File: src/rtl/prism_cfg_loader.sv
// Configuration sequencer: streams (address, data) records into the PRISM debug
// write port while holding the PRISM FSM in debug reset; host writes always win.
module prism_cfg_loader #(
    parameter int RESET_CYCLES = 4,
    parameter int CNT_W        = 6
) (
    input  logic             clk,
    input  logic             rst_n,
    input  logic             start,
    input  logic             abort,
    input  logic [CNT_W-1:0] rec_count,
    input  logic             auto_enable,
    input  logic             in_valid,
    input  logic [7:0]       in_data,
    output logic             in_ready,
    input  logic [5:0]       host_addr,
    input  logic             host_wr,
    input  logic [31:0]      host_wdata,
    output logic [5:0]       dbg_addr,
    output logic             dbg_wr,
    output logic [31:0]      dbg_wdata,
    output logic             fsm_reset,
    output logic             fsm_enable,
    output logic             busy,
    output logic             done,
    output logic             err,
    output logic [2:0]       state_dbg
);

    // Stream handshake: a byte transfers on a rising clk edge where in_valid & in_ready.
    typedef enum logic [2:0] {
        S_IDLE    = 3'd0,
        S_HOLD    = 3'd1,
        S_ADDR    = 3'd2,
        S_DATA    = 3'd3,
        S_WRITE   = 3'd4,
        S_RELEASE = 3'd5
    } state_t;

    localparam logic [3:0] HOLD_INIT = 4'(RESET_CYCLES);

    state_t           state_q, state_d;
    logic [3:0]       hold_q, hold_d;
    logic [CNT_W-1:0] rem_q, rem_d;
    logic             auto_en_q, auto_en_d;
    logic [5:0]       addr_q, addr_d;
    logic [31:0]      wdata_q, wdata_d;
    logic [1:0]       idx_q, idx_d;
    logic             fsm_reset_q, fsm_reset_d;
    logic             fsm_enable_q, fsm_enable_d;
    logic             err_q, err_d;
    logic             seq_wr;

    always_ff @(posedge clk or negedge rst_n) begin
        if (!rst_n) begin
            state_q      <= S_IDLE;
            hold_q       <= '0;
            rem_q        <= '0;
            auto_en_q    <= 1'b0;
            addr_q       <= '0;
            wdata_q      <= '0;
            idx_q        <= '0;
            fsm_reset_q  <= 1'b0;
            fsm_enable_q <= 1'b0;
            err_q        <= 1'b0;
        end else begin
            state_q      <= state_d;
            hold_q       <= hold_d;
            rem_q        <= rem_d;
            auto_en_q    <= auto_en_d;
            addr_q       <= addr_d;
            wdata_q      <= wdata_d;
            idx_q        <= idx_d;
            fsm_reset_q  <= fsm_reset_d;
            fsm_enable_q <= fsm_enable_d;
            err_q        <= err_d;
        end
    end

    always_comb begin
        state_d      = state_q;
        hold_d       = hold_q;
        rem_d        = rem_q;
        auto_en_d    = auto_en_q;
        addr_d       = addr_q;
        wdata_d      = wdata_q;
        idx_d        = idx_q;
        fsm_reset_d  = fsm_reset_q;
        fsm_enable_d = fsm_enable_q;
        err_d        = err_q;
        in_ready     = 1'b0;
        seq_wr       = 1'b0;
        done         = 1'b0;
        case (state_q)
            S_IDLE: begin
                if (start) begin
                    state_d      = S_HOLD;
                    rem_d        = rec_count;
                    auto_en_d    = auto_enable;
                    err_d        = 1'b0;
                    hold_d       = HOLD_INIT;
                    fsm_reset_d  = 1'b1;
                    fsm_enable_d = 1'b0;
                end
            end
            S_HOLD: begin
                hold_d = hold_q - 4'd1;
                // Leaving on the cycle the count reaches zero gives RESET_CYCLES hold cycles.
                if (hold_q <= 4'd1) begin
                    hold_d = '0;
                    if (rem_q != '0) begin
                        state_d = S_ADDR;
                    end else begin
                        state_d      = S_RELEASE;
                        fsm_reset_d  = 1'b0;
                        fsm_enable_d = auto_en_q;
                    end
                end
            end
            S_ADDR: begin
                in_ready = 1'b1;
                if (in_valid) begin
                    if (in_data[7:6] != 2'b00) begin
                        state_d      = S_IDLE;
                        err_d        = 1'b1;
                        fsm_reset_d  = 1'b0;
                        fsm_enable_d = 1'b0;
                    end else begin
                        addr_d  = in_data[5:0];
                        idx_d   = '0;
                        state_d = S_DATA;
                    end
                end
            end
            S_DATA: begin
                in_ready = 1'b1;
                if (in_valid) begin
                    wdata_d[{idx_q, 3'b000} +: 8] = in_data;
                    idx_d = idx_q + 2'd1;
                    if (idx_q == 2'd3) state_d = S_WRITE;
                end
            end
            S_WRITE: begin
                if (!host_wr) begin
                    seq_wr = 1'b1;
                    rem_d  = rem_q - CNT_W'(1);
                    if (rem_q != CNT_W'(1)) begin
                        state_d = S_ADDR;
                    end else begin
                        state_d      = S_RELEASE;
                        fsm_reset_d  = 1'b0;
                        fsm_enable_d = auto_en_q;
                    end
                end
            end
            S_RELEASE: begin
                done    = 1'b1;
                state_d = S_IDLE;
            end
            default: state_d = S_IDLE;
        endcase
        // Abort overrides every transition and discards any partial record.
        if (abort && state_q != S_IDLE) begin
            state_d      = S_IDLE;
            err_d        = 1'b1;
            fsm_reset_d  = 1'b0;
            fsm_enable_d = 1'b0;
            wdata_d      = '0;
            idx_d        = '0;
            in_ready     = 1'b0;
            seq_wr       = 1'b0;
            done         = 1'b0;
        end
    end

    assign dbg_wr     = host_wr | seq_wr;
    assign dbg_addr   = host_wr ? host_addr  : addr_q;
    assign dbg_wdata  = host_wr ? host_wdata : wdata_q;
    assign fsm_reset  = fsm_reset_q;
    assign fsm_enable = fsm_enable_q;
    assign err        = err_q;
    assign busy       = (state_q != S_IDLE);
    assign state_dbg  = state_q;

endmodule

File: config.mk
export PLATFORM = sky130hd
export DESIGN_NAME = prism_cfg_loader
export DESIGN_NICKNAME = d
export VERILOG_FILES = /design/src/rtl/prism_cfg_loader.sv
export SDC_FILE = /design/constraint.sdc
export NUM_CORES = 1
export LEC_CHECK = 0
export CAP_MARGIN = 20
export CORE_MARGIN = 2
export CORE_UTILIZATION = 45
export DETAILED_ROUTE_END_ITERATION = 10
export GPL_TIMING_DRIVEN = 0
export PLACE_DENSITY = 0.88
export SETUP_SLACK_MARGIN = 0.3
export SLEW_MARGIN = 30
export SYNTH_ARGS = -nofsm -noshare
export SYNTH_HDL_FRONTEND = slang
export SYNTH_SLANG_ARGS = --single-unit
File: constraint.sdc
create_clock -name clk -period 2.36 [get_ports clk]
set_input_delay 0.472 -clock clk [delete_from_list [all_inputs] [get_ports clk]]
set_output_delay 0.472 -clock clk [all_outputs]
set_load 0.05 [all_outputs]
**Yosys cells after proc, flatten, opt, wreduce, memory -nomap -nowiden**

Cells that the tools add are included.

- Eq/ne operators: 19
- Magnitude comparators: 1
- Shift-type cells: 2
- Mux-type cells: 55
- Bitwise gates (word level): 2
- Multiply operators: 0
- Reduce and logical (&&, ||, !) cells: 22
- Add/sub/neg operators: 4
- Div/mod/pow operators: 0

Operators by type and width:

| cell | count |
|---|---|
| 32-bit two-way mux | 4 |
| 32-bit bitwise mux | 1 |
| 8-bit by 7-bit variable shift with 32-bit output (first input constant) | 1 |
| 8-bit by 7-bit indexed part select with 32-bit output | 1 |
| 3-bit != test (second input constant) | 10 |
| 3-bit two-way mux | 9 |
| 1-bit two-way mux | 24 |
| 6-bit two-way mux | 3 |
| 3-bit one-hot mux with 5 select lines | 1 |
| 6-bit one-hot mux with 2 select lines | 1 |
| 2-bit two-way mux | 5 |
| 2-bit nonzero test | 5 |
| 3-bit nonzero test | 3 |
| 4-bit two-way mux | 2 |
| 1-bit one-hot mux with 4 select lines | 2 |
| 4-bit one-hot mux with 2 select lines | 1 |
| 4-bit AND reduction | 2 |
| 8-bit AND reduction | 1 |
| 5-bit negator with 7-bit output | 1 |
| 3-bit by 2-bit == test with 1-bit output (second input constant) | 2 |
| 3-bit == test (second input constant) | 2 |
| 6-bit by 1-bit != test with 1-bit output (second input constant) | 1 |
| 2-bit AND reduction | 3 |
| 3-bit AND reduction | 2 |
| other kinds (17) | 18 |

- Logic and storage cells: 115
- Memory bits (writable): 0
- Bits in read-only memories: 0
- Register bits after elaboration: 57
- Bits in latches: 0
- Memories: 0

**Logic depth before layout (Yosys ltp)**

- Depth after elaboration: 6
- Gate-level depth with buffers: 7

**Worst setup path after synthesis**

OpenSTA, ideal clock, no wires.

- Kind: reg2out
- Start: reg state_q[0], in the netlist state_dbg[0]
- End: out done
- Path buffers: 2
- Cell stages (with the launch flop): 5
- Path slack: -0.426 ns
- Arrival time: 2.314 ns
- Path through: dfrtp_1 buf_6 clkbuf_1 nand2_1 nor3_1

- Cells in the longest elaborated chain, start to end: 3

RTL lines:

| what | line | text |
|---|---|---|
| from (decl) | 42 | `state_t state_q, state_d;` |
| from (signal assigned) | 67 | `state_q <= state_d;` |
| 3-bit == test or 3-bit nonzero test (tied branches) | 94, 163 |  |
| 1-bit two-way mux or 1-bit logical AND (tied branches) | 94, 163 |  |
| 1-bit two-way mux * | 163 | `if (abort && state_q != S_IDLE) begin` |
| to (decl) | 25 | `output logic done,` |

Mark *: on every way between the ends. The rest lies on a longest branch, timed or not.

**Final worst setup path**

- Start: in host_wr
- End: out dbg_wdata[24]

- Cells in the longest elaborated chain, start to end: 1

RTL lines:

| what | line | text |
|---|---|---|
| from (decl) | 17 | `input logic host_wr,` |
| 32-bit two-way mux | 178 | `assign dbg_wdata = host_wr ? host_wdata : wdata_q;` |
| to (decl) | 21 | `output logic [31:0] dbg_wdata,` |

Every way passes these cells.

==> out/metrics.cfg <==
[cts]
clock-sinks=57
numCtsBuffers=9
cts_buffer_depth=2
cts-root-buf=clkbuf_8
htreeDepth=3
clk-insertion-delay-late_ns=0.35
cts_tree=built
cts.clk_slew.worst_paths_ns=0.06

[finish]
final_nets=481
design_area_sq_um=4682
fin_cells=515
multi_input_area_sq_um=1773
drive_gt1_share_pct=34.84
areaGrowthSynthToFinish_pct=45.72
regArea_sq_um=1430
diodes=0
fillers=497

[power]
leakage_nw=2.120
p_per_area_nw_per_um2=1018
ir_drop_mv=0.7322

[synth]
ys.warnings.count=0
yosys.area.top_type=dfrtp_1
synth_edf_count=0
ys.flop_type=dfrtp_1
synth-async-reset-ratio_pct=100.0
synth.area.top_cells=dfrtp_1 44%, mux2_2 14%, a22o_1 7.6%, ha_1 3.1%, mux2_1 2.8%
seq_area_frac_synth_pct=44.39
syn_area_sq_um=3213
synth_top_cell_area_share_pct=44.39
syn-num-nets=359
synth_seq_cells=57
synth_cells=292
avgSynthCellArea_sq_um=11.00
synth.lib_cells_used.distinct=53

[worst_setup_path]
worstPathMaxFanout=10
cp_slowest_cell=mux2_2
r2r_slack_ns=0.40
r2r_start=idx_q[0]
criticalPathCategory=in -> out
critPathMaxStageDelay_ns=0.36
crit_path_start_kind=primary input
crit_path_start=host_wr
critical_path.cell_chain=clkbuf_4 -> buf_6 -> mux2_2 -> clkdlybuf4s15_2
end_kind=primary output
required_ns=1.89
crit_arrival_ns=1.56

[timing]
finalClockSkew_ns=0.01220
setup_tns_ns=0
final_max_slew_viol_count=0
min_period_ns=2.032
rsz0062_at_grt=yes
worstMarginPinSlew_ns=0.7866
setup-violations-final=0
fmax_ghz=0.4922
min_period_over_period_pct=86.09
finalHoldViolations=0
hold_slack_ns=0.4904
relSlewSlack_pct=47.56

[worst_hold_path]
min_path_type=reg -> reg
hold_start=addr_q[1]

[floorplan]
start_util_pct=46.78
num_rows=30
io_pins=107
placeableCoreArea_sq_um=6869
die_x_microns=88.50
die_height_microns=88.50
die-area_sq_um=7832

[placement]
placed_area_sq_um=4407
hpwl_mm=6.908
gp_congestion=0.9297
port_buffers=104
dp.cells=493

[run_status]
status=complete, no violations

[grt]
antenna_found_initial=0
grtUsageTotal_pct=25.20
grt_max_degree=40
grt_pass1_wl_mm=14.87
grt_pass1_vias=2967
grt-ovfl-total=0

[detailed_routing]
drt_first_pass_iters=4
drtIter0Drc=126
post_drt_wl_per_cell_microns=18.79
drc=0
drt-total-wl_mm=9.676
vias=2962
ant_nets=0
vias_per_cell=5.751

[run]
maxCapViolCount=0

==> metal layers <==
metal  vias up  global-route usage [%]  routed length (microns)
met1      1455                   30.35                     3922
met4         0                   10.33                      216
met3        22                   5.131                      754
met2       139                   44.09                     4783
li1       1346                       -                        -
met5         -                       0                        0
==> power by group <==
part           switching, mW  total [mW]  internal [mW]
clock                  0.394        1.20          0.805
sequential             0.228        1.41           1.19
combinational           1.31        2.15          0.847
==> registers in the layout, indices dropped and copies added, names as in the netlist <==
name	cells
auto_en_q	1
err	1
addr_q	6
fsm_reset	1
fsm_enable	1
wdata_q	32
state_dbg	3
idx_q	2
hold_q	4
rem_q	6
==> repair_timing <==
item	in CTS	in global routing
resized for setup	179	56
endpoints found under the hold margin	9	0
hold buffers	1	0
endpoints found under the setup margin	55	35
buffers inserted	1	4
pin swaps	1	2
==> critical path, delay by kind of cell <==
kind | cells | cell delay (ns)
buf+inv | 3 | 0.72
mux | 1 | 0.36
==> Yosys cell counts (all sizes together) (4+ instances only) <==
cell type  number
nor2           15
o21ai           8
ha              8
o22ai           5
mux2           47
buf            11
nand2          23
clkbuf          5
o31ai           6
inv            10
dfrtp          57
a22o           28
and3            4
a21oi          13
nor3            4
==> cell usage in the layout, fill, tap and decap left out, types with 4 or more instances in the layout <==
cell type,instances
ha_1,7
o31ai_1,4
nand2_1,23
mux2_2,39
a21oi_1,10
o22ai_1,5
clkdlybuf4s50_1,59
clkdlybuf4s15_2,8
clkbuf_8,9
buf_4,12
inv_1,8
mux2_1,8
dfrtp_1,54
buf_2,36
o21ai_0,7
bufinv_16,4
a22o_1,28
nor2_1,14
==> final cells by class <==
type | count | share of cell area, %
plain buffers | 16 | 2.325
clock buffers | 10 | 2.726
clock inverters | 6 | 2.779
inverters | 10 | 0.8017
multi-input cells | 209 | 37.87
flip-flops and latches | 57 | 30.55
well taps | 96 | 2.565
repair buffers | 111 | 20.39
==> metrics by stage <==
stage | total power, mW | setup slack (ns) | util [%]
after global placement | 3.324 | -1.051 | 63.90
after CTS | 4.650 | 0.2125 | 68.80
final | 4.765 | 0.3282 | 68.16
after floorplan | 2.748 | 0.2891 | -
after global routing | 5.019 | 0.2813 | 68.16
after detailed placement | 3.397 | -0.7062 | 64.15
==> worst paths after layout <==
path | to | depth (start not counted)
worst max-delay path | dbg_wdata[24] | 4
worst min-delay path | addr_q[1] | 1
worst max register to register | wdata_q[5] | 6
worst min register to register | addr_q[1] | 1
max in group asynchronous | state_dbg[0] | 3
min in group asynchronous | wdata_q[24] | 2
==> kinds of logic (layout without fill, tap and decap cells) <==
group | after synthesis | in the layout | share of synthesized area (%)
multiplexers | 49 | 49 | 17.10
adder cells (fa/ha/maj) | 8 | 8 | 3.115
buffers and inverters | 26 | 153 | 3.543
flip-flops | 57 | 57 | 44.39
AO/OA/AOI/OAI | 77 | 77 | 18.42
XOR/XNOR | 2 | 2 | 0.5453
AND/OR/NAND/NOR | 73 | 73 | 12.89
Note: power is estimated with default switching activity, not from simulation.
